[src/rtl/clk_freq_meter_pkg.sv]
// Shared definitions for the slow-clock frequency meter: FSM encoding and
// default measurement constants derived from the 50 MHz system clock.
package clk_freq_meter_pkg;

  typedef enum logic {
    ST_IDLE    = 1'b0,
    ST_MEASURE = 1'b1
  } meas_state_e;

  localparam int unsigned SYS_CLK_HZ       = 50_000_000;
  localparam int unsigned DEF_CNT_W        = 24;
  localparam int unsigned DEF_EXP_PERIOD   = SYS_CLK_HZ / 500;
  localparam int unsigned DEF_TOL          = 100;
  localparam int unsigned DEF_TIMEOUT      = SYS_CLK_HZ / 5;
  localparam int unsigned DEF_SYNC_STAGES  = 2;

endpackage

[src/rtl/clk_freq_meter_sync_edge_det.sv]
// Synchronizer chain plus one-flop edge detector for an asynchronous input.
// Edges are suppressed until the chain holds only post-reset samples.
module sync_edge_det
  import clk_freq_meter_pkg::*;
#(
  parameter int unsigned SYNC_STAGES = DEF_SYNC_STAGES
) (
  input  logic clk_in,
  input  logic rst,
  input  logic d,
  output logic rise_p,
  output logic fall_p
);

  if (SYNC_STAGES < 2) begin : g_bad_stages
    $error("sync_edge_det: SYNC_STAGES must be at least 2");
  end

  localparam int unsigned FILL_W = $clog2(SYNC_STAGES + 2);
  localparam logic [FILL_W-1:0] FILL_DONE = FILL_W'(SYNC_STAGES + 1);

  logic [SYNC_STAGES-1:0] sync_q;
  logic                   prev_q;
  logic [FILL_W-1:0]      fill_q;
  logic                   primed;
  logic                   level;

  // A level held high through reset must not look like a rising edge, so
  // wait until the previous-sample flop carries a real post-reset value.
  assign primed = (fill_q == FILL_DONE);
  assign level  = sync_q[SYNC_STAGES-1];

  always_ff @(posedge clk_in) begin
    if (rst) begin
      sync_q <= '0;
      prev_q <= 1'b0;
      fill_q <= '0;
    end else begin
      sync_q <= {sync_q[SYNC_STAGES-2:0], d};
      prev_q <= level;
      if (!primed) begin
        fill_q <= fill_q + 1'b1;
      end
    end
  end

  assign rise_p = primed &  level & ~prev_q;
  assign fall_p = primed & ~level &  prev_q;

endmodule

[src/rtl/clk_freq_meter.sv]
// Period / high-time meter for a slow input, counted in clk_in cycles, with
// an expected-period range check and a stalled-input timeout.
module clk_freq_meter
  import clk_freq_meter_pkg::*;
#(
  parameter int unsigned CNT_W       = DEF_CNT_W,
  parameter int unsigned EXP_PERIOD  = DEF_EXP_PERIOD,
  parameter int unsigned TOL         = DEF_TOL,
  parameter int unsigned TIMEOUT     = DEF_TIMEOUT,
  parameter int unsigned SYNC_STAGES = DEF_SYNC_STAGES
) (
  input  logic             clk_in,
  input  logic             rst,
  input  logic             sig_in,
  output logic [CNT_W-1:0] period_out,
  output logic [CNT_W-1:0] high_out,
  output logic             valid,
  output logic             in_range,
  output logic             timeout
);

  localparam logic [CNT_W-1:0]    CNT_MAX  = CNT_W'(TIMEOUT);
  localparam logic [CNT_W-1:0]    CNT_LAST = CNT_W'(TIMEOUT - 1);
  localparam logic signed [CNT_W:0] EXP_S  = (CNT_W+1)'(EXP_PERIOD);
  localparam logic signed [CNT_W:0] TOL_S  = (CNT_W+1)'(TOL);

  logic rise_p;
  logic fall_p;

  meas_state_e      state_q, state_d;
  logic [CNT_W-1:0] cnt_q, cnt_d;
  logic [CNT_W-1:0] hi_q, hi_d;
  logic [CNT_W-1:0] period_q, period_d;
  logic [CNT_W-1:0] high_q, high_d;
  logic             valid_q, valid_d;
  logic             in_range_q, in_range_d;
  logic             timeout_q, timeout_d;

  logic [CNT_W-1:0]    cnt_inc;
  logic signed [CNT_W:0] diff;
  logic signed [CNT_W:0] diff_abs;
  logic                inc_in_tol;

  sync_edge_det #(
    .SYNC_STAGES(SYNC_STAGES)
  ) u_sync_edge_det (
    .clk_in (clk_in),
    .rst    (rst),
    .d      (sig_in),
    .rise_p (rise_p),
    .fall_p (fall_p)
  );

  // cnt saturates at TIMEOUT, so the one-bit-wider signed difference never wraps.
  always_comb begin
    cnt_inc    = cnt_q + 1'b1;
    diff       = signed'({1'b0, cnt_inc}) - EXP_S;
    diff_abs   = diff[CNT_W] ? -diff : diff;
    inc_in_tol = (diff_abs <= TOL_S);
  end

  always_comb begin
    state_d    = state_q;
    cnt_d      = cnt_q;
    hi_d       = hi_q;
    period_d   = period_q;
    high_d     = high_q;
    valid_d    = 1'b0;
    in_range_d = in_range_q;
    timeout_d  = timeout_q;

    case (state_q)
      ST_IDLE: begin
        cnt_d = '0;
        hi_d  = '0;
        if (rise_p) begin
          state_d = ST_MEASURE;
        end
      end

      ST_MEASURE: begin
        cnt_d = (cnt_q == CNT_MAX) ? cnt_q : cnt_inc;
        if (fall_p) begin
          hi_d = cnt_inc;
        end
        // A rise on the timeout cycle still closes the period normally.
        if (rise_p) begin
          period_d   = cnt_inc;
          high_d     = hi_q;
          in_range_d = inc_in_tol;
          valid_d    = 1'b1;
          timeout_d  = 1'b0;
          cnt_d      = '0;
          hi_d       = '0;
        end else if (cnt_q == CNT_LAST) begin
          timeout_d  = 1'b1;
          in_range_d = 1'b0;
          state_d    = ST_IDLE;
          cnt_d      = '0;
          hi_d       = '0;
        end
      end

      default: begin
        state_d = ST_IDLE;
      end
    endcase
  end

  always_ff @(posedge clk_in) begin
    if (rst) begin
      state_q    <= ST_IDLE;
      cnt_q      <= '0;
      hi_q       <= '0;
      period_q   <= '0;
      high_q     <= '0;
      valid_q    <= 1'b0;
      in_range_q <= 1'b0;
      timeout_q  <= 1'b0;
    end else begin
      state_q    <= state_d;
      cnt_q      <= cnt_d;
      hi_q       <= hi_d;
      period_q   <= period_d;
      high_q     <= high_d;
      valid_q    <= valid_d;
      in_range_q <= in_range_d;
      timeout_q  <= timeout_d;
    end
  end

  assign period_out = period_q;
  assign high_out   = high_q;
  assign valid      = valid_q;
  assign in_range   = in_range_q;
  assign timeout    = timeout_q;

endmodule
[config.mk]
export PLATFORM = sky130hd
export DESIGN_NAME = clk_freq_meter
export DESIGN_NICKNAME = d
export VERILOG_FILES = /design/src/rtl/clk_freq_meter_pkg.sv /design/src/rtl/clk_freq_meter_sync_edge_det.sv /design/src/rtl/clk_freq_meter.sv
export SDC_FILE = /design/constraint.sdc
export NUM_CORES = 1
export LEC_CHECK = 0
export BUFFER_PORTS_ARGS = -buffer_cell sky130_fd_sc_hd__buf_2
export CAP_MARGIN = 20
export CORE_MARGIN = 2
export CORE_UTILIZATION = 55
export CTS_BUF_LIST = sky130_fd_sc_hd__clkbuf_16
export DETAILED_ROUTE_END_ITERATION = 8
export PLACE_DENSITY = 0.78
export SYNTH_ARGS = -nofsm -noshare
export SYNTH_HDL_FRONTEND = slang
export SYNTH_SLANG_ARGS = --single-unit
export TNS_END_PERCENT = 10
[constraint.sdc]
create_clock -name clk_in -period 8 [get_ports clk_in]
set_input_delay 1.2 -clock clk_in [delete_from_list [all_inputs] [get_ports clk_in]]
set_output_delay 1.2 -clock clk_in [all_outputs]
set_load 0.02 [all_outputs]
Yosys cells after proc, flatten, opt, wreduce, memory -nomap -nowiden. Index checks and enable logic that the tools add are counted.

Input bits: 3. Output and inout port bits: 51. Register bits: 105.

Reduce and logical (&&, ||, !) cells: 4. Add/subtract/negate cells: 4. Order comparisons: 1. Bitwise gates (word level): 7. Eq/ne operators: 5. Mux-type cells: 17.

Operator list (count): $mux W24 (6); $pmux W24 S2 (2); $eq A24 B24 Y1 const B (2); $le A25 B8 Y1 const B (1); $mux W25 (1); $neg A25 Y25 (1); $sub A24 B17 Y25 const B (1); $add A24 B1 Y24 const B (1); $ne A4 B3 Y1 const B (2); $mux W1 (7); $and A1 B1 Y1 (4); $reduce_and A2 Y1 (2); $not A1 Y1 (3); $add A2 B1 Y2 const B (1); $eq A2 B2 Y1 const B (1); $pmux W1 S2 (1); $reduce_bool A2 Y1 (1); $reduce_or A2 Y1 (1).

Logic depth before layout (Yosys ltp). Gate-level depths: netlist (run 1).

Word-level depth: 7. Gate-level depth with buffers: 15.

Modules after synthesis. Synthesis (run 1) repeated with hierarchy kept, for this count alone.

Cells, all modules: 588. Area, all modules: 5116.2 um^2.

By module, submodules not included: clk_freq_meter (cells an instance 572, area each 4941.0 um^2, sequential area each 2001.9 um^2, times used 1); sync_edge_det (cells an instance 16, area each 175.2 um^2, sequential area each 100.1 um^2, times used 1).

Worst setup path before layout (run 1). OpenSTA, ideal clock, no wires.

Kind: reg2reg. Start: register cnt_q[1]. End: register in_range_q, in the netlist in_range. Arrival time: 3.211 ns. Stages on the path, launching flop included: 16. Required time: 7.916 ns. Library setup time: 0.084 ns. Period minus slack after synthesis: 3.295 ns. Buffers on the path: 1. Setup slack: 4.705 ns. Cells stage by stage: dfxtp_1 ha_1 nand3_2 buf_6 nor2_1 xnor2_1 ha_1 a21oi_1 o21ai_0 nand3_1 mux2i_4 o211ai_1 nor3_2 o32ai_1 o21ai_1 o31ai_2.

Longest elaborated chain between the ends: 6. Elaborated cells on any way between the ends: 9. Classes of those cells: add/sub: 3; order compare: 1; eq/ne: 1; mux: 2; reduce/logical: 2.

Ends and longest elaborated chain: start, declared (RTL line clk_freq_meter.sv:31) `logic [CNT_W-1:0] cnt_q, cnt_d;`; start signal, assigned (RTL line clk_freq_meter.sv:122) `cnt_q <= cnt_d;`; $add A24 B1 Y24 (RTL line clk_freq_meter.sv:56) `cnt_inc = cnt_q + 1'b1;`; $sub A24 B17 Y25 (RTL line clk_freq_meter.sv:57) `diff = signed'({1'b0, cnt_inc}) - EXP_S;`; $neg A25 Y25 (RTL line clk_freq_meter.sv:58) `diff_abs = diff[CNT_W] ? -diff : diff;`; $mux W25 (RTL line clk_freq_meter.sv:58); $le A25 B8 Y1 (RTL line clk_freq_meter.sv:59) `inc_in_tol = (diff_abs <= TOL_S);`; $mux W1 (RTL line clk_freq_meter.sv:87) `if (rise_p) begin`; end signal, assigned (RTL line clk_freq_meter.sv:127) `in_range_q <= in_range_d;`; end, declared (RTL line clk_freq_meter.sv:36) `logic in_range_q, in_range_d;`.

Several ways; a longest one is shown, not always the timed one. A chain may end at the register's enable or synchronous reset.

Worst setup path after layout (run 1).
Start: register cnt_q[0]. End: register in_range_q, in the netlist in_range.

The elaborated chain is that of the path after synthesis.

==> results.cfg, run 1 <==
[status]
status = finished, final reports clean

[drt]
routed_wl_um = 12200
final_antenna_net_count = 0
vias = 4371
wl_per_cell_um = 17.2
first_pass_iters = 5
drtIter0Drc = 285
drc = 0
via_per_inst = 6.16

[cts]
htreeDepth = 3
post-cts-setup-buffers = 0
cts_buffer_depth = 2
clk_latency_ps = 350
cts_buffers = 9
clkTransAtPathRegs_ps = 80
cts_root_buffer = clkbuf_16
cts_tree = done
clkSinkCount = 105
hold_buffers = 0
ctsResizeCount = 0

[sta]
period_share = 0.536
slew_headroom = 0.397
slew_violations = 0
rsz0062_at_grt = false
finalCriticalPeriod_ps = 4280
max_freq_mhz = 233
tightest_slew_ps = 898
finalSetupTns_ps = 0
setup_viol = 0
finClkSkew_ps = 10.1
hold_violations = 0

[critical_path]
cp_data_arrival_time_ps = 4550
worstSetupEndpointType = flop
required_ps = 8270
r2r_setup_slack_ps = 3720
start_kind = flop
path_class = reg -> reg
r2r_cells = 14
worstPathMaxFanout = 12
reg2reg_to = in_range
rr_startpoint = cnt_q[0]

[floorplan]
die_x_um = 101
core_um2 = 9150
dieHeight_um = 101
dieArea_um2 = 10200
row_count = 35
num_io_pins = 54
start_util = 0.563

[yosys]
synth_edf_count = 0
ys.flop_type = dfxtp_1
async_flop_share = 0
syn-cell-area_um2 = 5160
avgSynthCellArea_um2 = 9.16
yosysUniqueCellTypes = 89
ys_ff_latch = 105
synthesis.instances = 563
yosysWarnings = 0
yosysSeqAreaShare = 0.408
synth_nets = 572

[global_routing]
grt_overflow = 0
grt_util_all_layers = 0.248
use_met1 = 0.346
grt_pass1_vias = 3946
grt-busiest-layer = met2
use_met3 = 0.0361
antenna_found_initial = 0
grt_max_degree = 51
met2_usage = 0.387
grt_pass1_wl_um = 20100

[hold_path]
hold_end = u_sync_edge_det.sync_q[1]
holdPathStages = 1
hp-start = u_sync_edge_det.sync_q[0]
holdCritPathClass = reg -> reg

[finish]
nets = 603
multiInputGateArea_um2 = 2800
post-route-util = 0.619
n_fill_cell = 785
regArea_um2 = 2100
layoutNonFillerInstCount = 710
drive_gt1_frac = 0.187
num_antenna_cells = 0
syn_to_final_growth_pct = 9.88

[placement]
dp.cells = 693
gp_congestion = 1.00
port_buffers = 53
dp_hpwl_um = 8880

[run]
max_cap_viol_count = 0

[pwr]
power_density_nw_per_um2 = 171
peakVddDrop_mv = 0.0880
power.leakage_nw = 2.06
cell usage after synthesis (3+ instances only):
cell type | n | area, um^2
nand2_1 | 50 | 188
o22ai_1 | 3 | 18.8
buf_4 | 6 | 45.0
nand4b_1 | 3 | 26.3
buf_2 | 3 | 15.0
nor4_1 | 5 | 31.3
xnor2_1 | 22 | 193
o211ai_1 | 3 | 22.5
o21ai_1 | 3 | 15.0
o21a_1 | 5 | 37.5
o32ai_1 | 3 | 26.3
mux2i_1 | 3 | 30.0
a21oi_1 | 12 | 60.1
buf_6 | 6 | 67.6
dfxtp_1 | 105 | 2100
ha_1 | 6 | 75.1
nor2b_1 | 6 | 37.5
or3_1 | 6 | 37.5
o21ai_0 | 32 | 160
or4_1 | 4 | 30.0
nor2_1 | 69 | 259
a22o_1 | 25 | 219
a211oi_1 | 24 | 180
clkbuf_1 | 19 | 71.3
inv_1 | 7 | 26.3
nor3_2 | 3 | 30.0
nand3_1 | 16 | 80.1
and4_1 | 4 | 35.0
nor4b_1 | 3 | 26.3
nand4_1 | 9 | 56.3
nor3_1 | 13 | 65.1
xor2_1 | 15 | 131
nor4_2 | 4 | 50.1
area by class of cell:
| type | count | share of cell area |
|---|---|---|
| clock inverters | 7 | 0.0108 |
| flip-flops and latches | 105 | 0.371 |
| inverters | 8 | 0.00530 |
| multi-input cells | 413 | 0.494 |
| well taps | 111 | 0.0245 |
| clock buffers | 9 | 0.0398 |
| repair buffers | 57 | 0.0543 |
cells in the final DEF (no fill, tap or decap), types with 8 or more instances in the layout:
cell,count
dfxtp_1,105
nand4_1,9
a211oi_1,24
a21oi_1,12
buf_2,53
a22o_1,25
xor2_1,15
xnor2_1,22
clkbuf_16,9
nor3_1,13
o21ai_0,32
inv_1,8
nand3_1,16
nor2_1,69
nand2_1,50
worst max-delay path, cell delays in order (launching register included):
cell      delay, ps
dfxtp_1         550
ha_1            490
nand3_2         310
nor2_1          210
xnor2_1         310
ha_1            320
a21oi_1          50
o21ai_0         380
nand3_1         280
mux2i_4         270
o211ai_1        300
nor3_2           90
o32ai_1         300
o21ai_1         110
o31ai_2         220
power by group:
part	total (mW)	leakage, nW	internal [mW]	switching (mW)
Sequential	0.527	0.846	0.525	0.00169
Combinational	0.0159	1.07	0.00582	0.0101
Clock	0.429	0.146	0.218	0.211
sequential cells by signal (all words and copies together), names as in the netlist:
name,count
high_out,24
period_out,24
in_range,1
cnt_q,24
u_sync_edge_det.sync_q,2
u_sync_edge_det.fill_q,2
state_q,1
u_sync_edge_det.prev_q,1
hi_q,24
valid,1
timeout,1
how the worst max path moves through the flow:
stage             start  endpoint  slack (ps)  depth (start not counted)
6_report       cnt_q[0]  in_range        3720                         14
3_5_place_dp   cnt_q[0]  in_range        3830                         14
3_3_place_gp   cnt_q[0]  in_range        4000                         14
5_1_grt        cnt_q[0]  in_range        3300                         14
2_1_floorplan  cnt_q[1]  in_range        4700                         15
4_1_cts        cnt_q[0]  in_range        3790                         14
through the flow:
step	instance area (um^2)	hold WS (ps)	setup WS, ps	power [mW]
after floorplan	5160	414	4700	0.552
after global placement	5360	422	4000	0.553
after detailed placement	5360	432	3830	0.554
after CTS	5650	450	3790	0.976
after global routing	5670	460	3300	1.00
final	5670	446	3720	0.972
kinds of logic (layout without fill, tap and decap cells):
| logic type | after synthesis | in the layout | synth area share |
|---|---|---|---|
| simple gates | 225 | 225 | 0.245 |
| flops | 105 | 105 | 0.408 |
| compound gates | 139 | 139 | 0.204 |
| buf+inv | 45 | 81 | 0.0493 |
| fa+ha+maj | 6 | 6 | 0.0146 |
| xor+xnor | 38 | 38 | 0.0672 |
| mux | 5 | 5 | 0.0124 |
layer usage:
| metal | vias to the layer above | share of wire | routed length [um] |
|---|---|---|---|
| met4 | 0 | 0.020 | 247 |
| met3 | 25 | 0.053 | 644 |
| met2 | 133 | 0.45 | 5560 |
| met1 | 2093 | 0.47 | 5780 |
| li1 | 2120 | - | - |
| met5 | - | 0 | 0 |
(Power assumes the default switching activity.)
==> inputs of run 2 (changes only) <==
==> constraint.sdc (replaced) <==
create_clock -name clk_in -period 4.4 [get_ports clk_in]
set_input_delay 0.66 -clock clk_in [delete_from_list [all_inputs] [get_ports clk_in]]
set_output_delay 0.66 -clock clk_in [all_outputs]
set_load 0.02 [all_outputs]
==> run 2 against run 1 <==
- maximum frequency rose by 4.8%
- clock skew down 2.9 ps
- combinational power rose by 67%
- final cell count rose by 0.85%
==> results.cfg, run 2 (synthesis results as in run 1) <==
[floorplan]
die_x_um = 101
num_io_pins = 54
start_util = 0.563
core_um2 = 9150
row_count = 35
dieHeight_um = 101
dieArea_um2 = 10200

[cts]
ctsResizeCount = 0
clk_latency_ps = 350
cts_tree = done
post-cts-setup-buffers = 0
cts_root_buffer = clkbuf_16
cts_buffer_depth = 2
cts_buffers = 9
clkSinkCount = 105
hold_buffers = 0
htreeDepth = 3
clkTransAtPathRegs_ps = 70

[placement]
place_ws_ps = 256
port_buffers = 53
dp_hpwl_um = 9210
gp_congestion = 0.917
placed_cell_area_um2 = 5410
dp.cells = 700

[global_routing]
grt_pass1_vias = 4076
antenna_found_initial = 0
grt_util_all_layers = 0.258
grt_pass1_wl_um = 20800
grt_max_degree = 51
grt_overflow = 0

[finish]
final_common_cell = dfxtp_1
layoutNonFillerInstCount = 716
syn_to_final_growth_pct = 10.8
num_antenna_cells = 0
nets = 609
drive_gt1_frac = 0.200
final_cell_mix = dfxtp_1, nor2_1, buf_2
fin_area_um2 = 5710

[drt]
wl_per_cell_um = 17.6
via_per_inst = 6.14
routed_wl_um = 12600
final_antenna_net_count = 0
first_pass_iters = 5
drtIter0Drc = 398
drc = 0
vias = 4396
wl_met3_um = 787
wl_met1_um = 5830
top_layer_used = met4
routed-wl-met2_um = 5680

[critical_path]
rr_startpoint = cnt_q[1]
path_buf_inv = 0
critPathTopFamily = compound AO/OA/AOI/OAI gates
r2r_cells = 14
reg2reg_to = in_range
crit_path_max_incr_delay_ps = 490
worstPathMaxFanout = 12
start_kind = flop
required_ps = 4660
r2r_setup_slack_ps = 310
cp_slowest_cell = dfxtp_1
cp_data_arrival_time_ps = 4350
worstSetupEndpointType = flop
path_class = reg -> reg
crit_path_cell_trace = ha_2, nand3_2, nor2_1, xnor2_1, ha_1, a21oi_1, o21ai_0, a32oi_4, nor4b_1, mux2_2, a32oi_1, o31ai_4, o2111ai_1, o31ai_2

[hold_path]
holdPathStages = 1
holdCritPathClass = reg -> reg
hold_end = u_sync_edge_det.sync_q[1]
hp-start = u_sync_edge_det.sync_q[0]

[status]
status = finished, final reports clean

[sta]
max_freq_mhz = 245
finalSetupTns_ps = 0
slew_headroom = 0.315
finClkSkew_ps = 7.24
tightest_slew_ps = 1030
setup_viol = 0
slew_violations = 0
timing.final.ws_setup_ps = 313
finalCriticalPeriod_ps = 4090
period_share = 0.929
hold_violations = 0
rsz0062_at_grt = false

[pwr]
peakVddDrop_mv = 0.243
power.leakage_nw = 2.08
power_density_nw_per_um2 = 309
p_total_mw = 1.77

[run]
max_cap_viol_count = 0
run 2: worst max path at each step:
stage | depth (start not counted) | start | slack, ps | endpoint
3_5_place_dp | 14 | cnt_q[0] | 260 | in_range
4_1_cts | 14 | cnt_q[0] | 220 | in_range
6_report | 14 | cnt_q[1] | 310 | in_range
2_1_floorplan | 15 | cnt_q[1] | 1100 | in_range
5_1_grt | 14 | cnt_q[1] | 8 | in_range
3_3_place_gp | 14 | cnt_q[0] | 480 | in_range
run 2: power by group:
part           internal, mW  total, mW  switching (mW)  leakage [nW]
logic               0.00878     0.0266          0.0178          1.09
clock network         0.396      0.783           0.387         0.143
registers             0.955      0.958         0.00314         0.847
run 2: layout make-up:
class	count	area (um^2)
Inverter	8	30.0
Fill cell	784	3440
Timing Repair Buffer	63	340
Clock inverter	7	65.1
Sequential cell	105	2100
Tap cell	111	139
Clock buffer	9	225
Multi-Input combinational cell	413	2810
run 2: per-layer routing:
metal  up-vias  global-route usage
li1       2120                   -
met3        29              0.0402
met4         0              0.0896
met5         -                   0
met1      2071               0.361
met2       176               0.406
run 2: through the flow:
stage,hold slack [ps],util
after detailed placement,425,0.591
after global routing,462,0.624
after floorplan,414,-
final,438,0.624
after global placement,421,0.591
after CTS,441,0.623
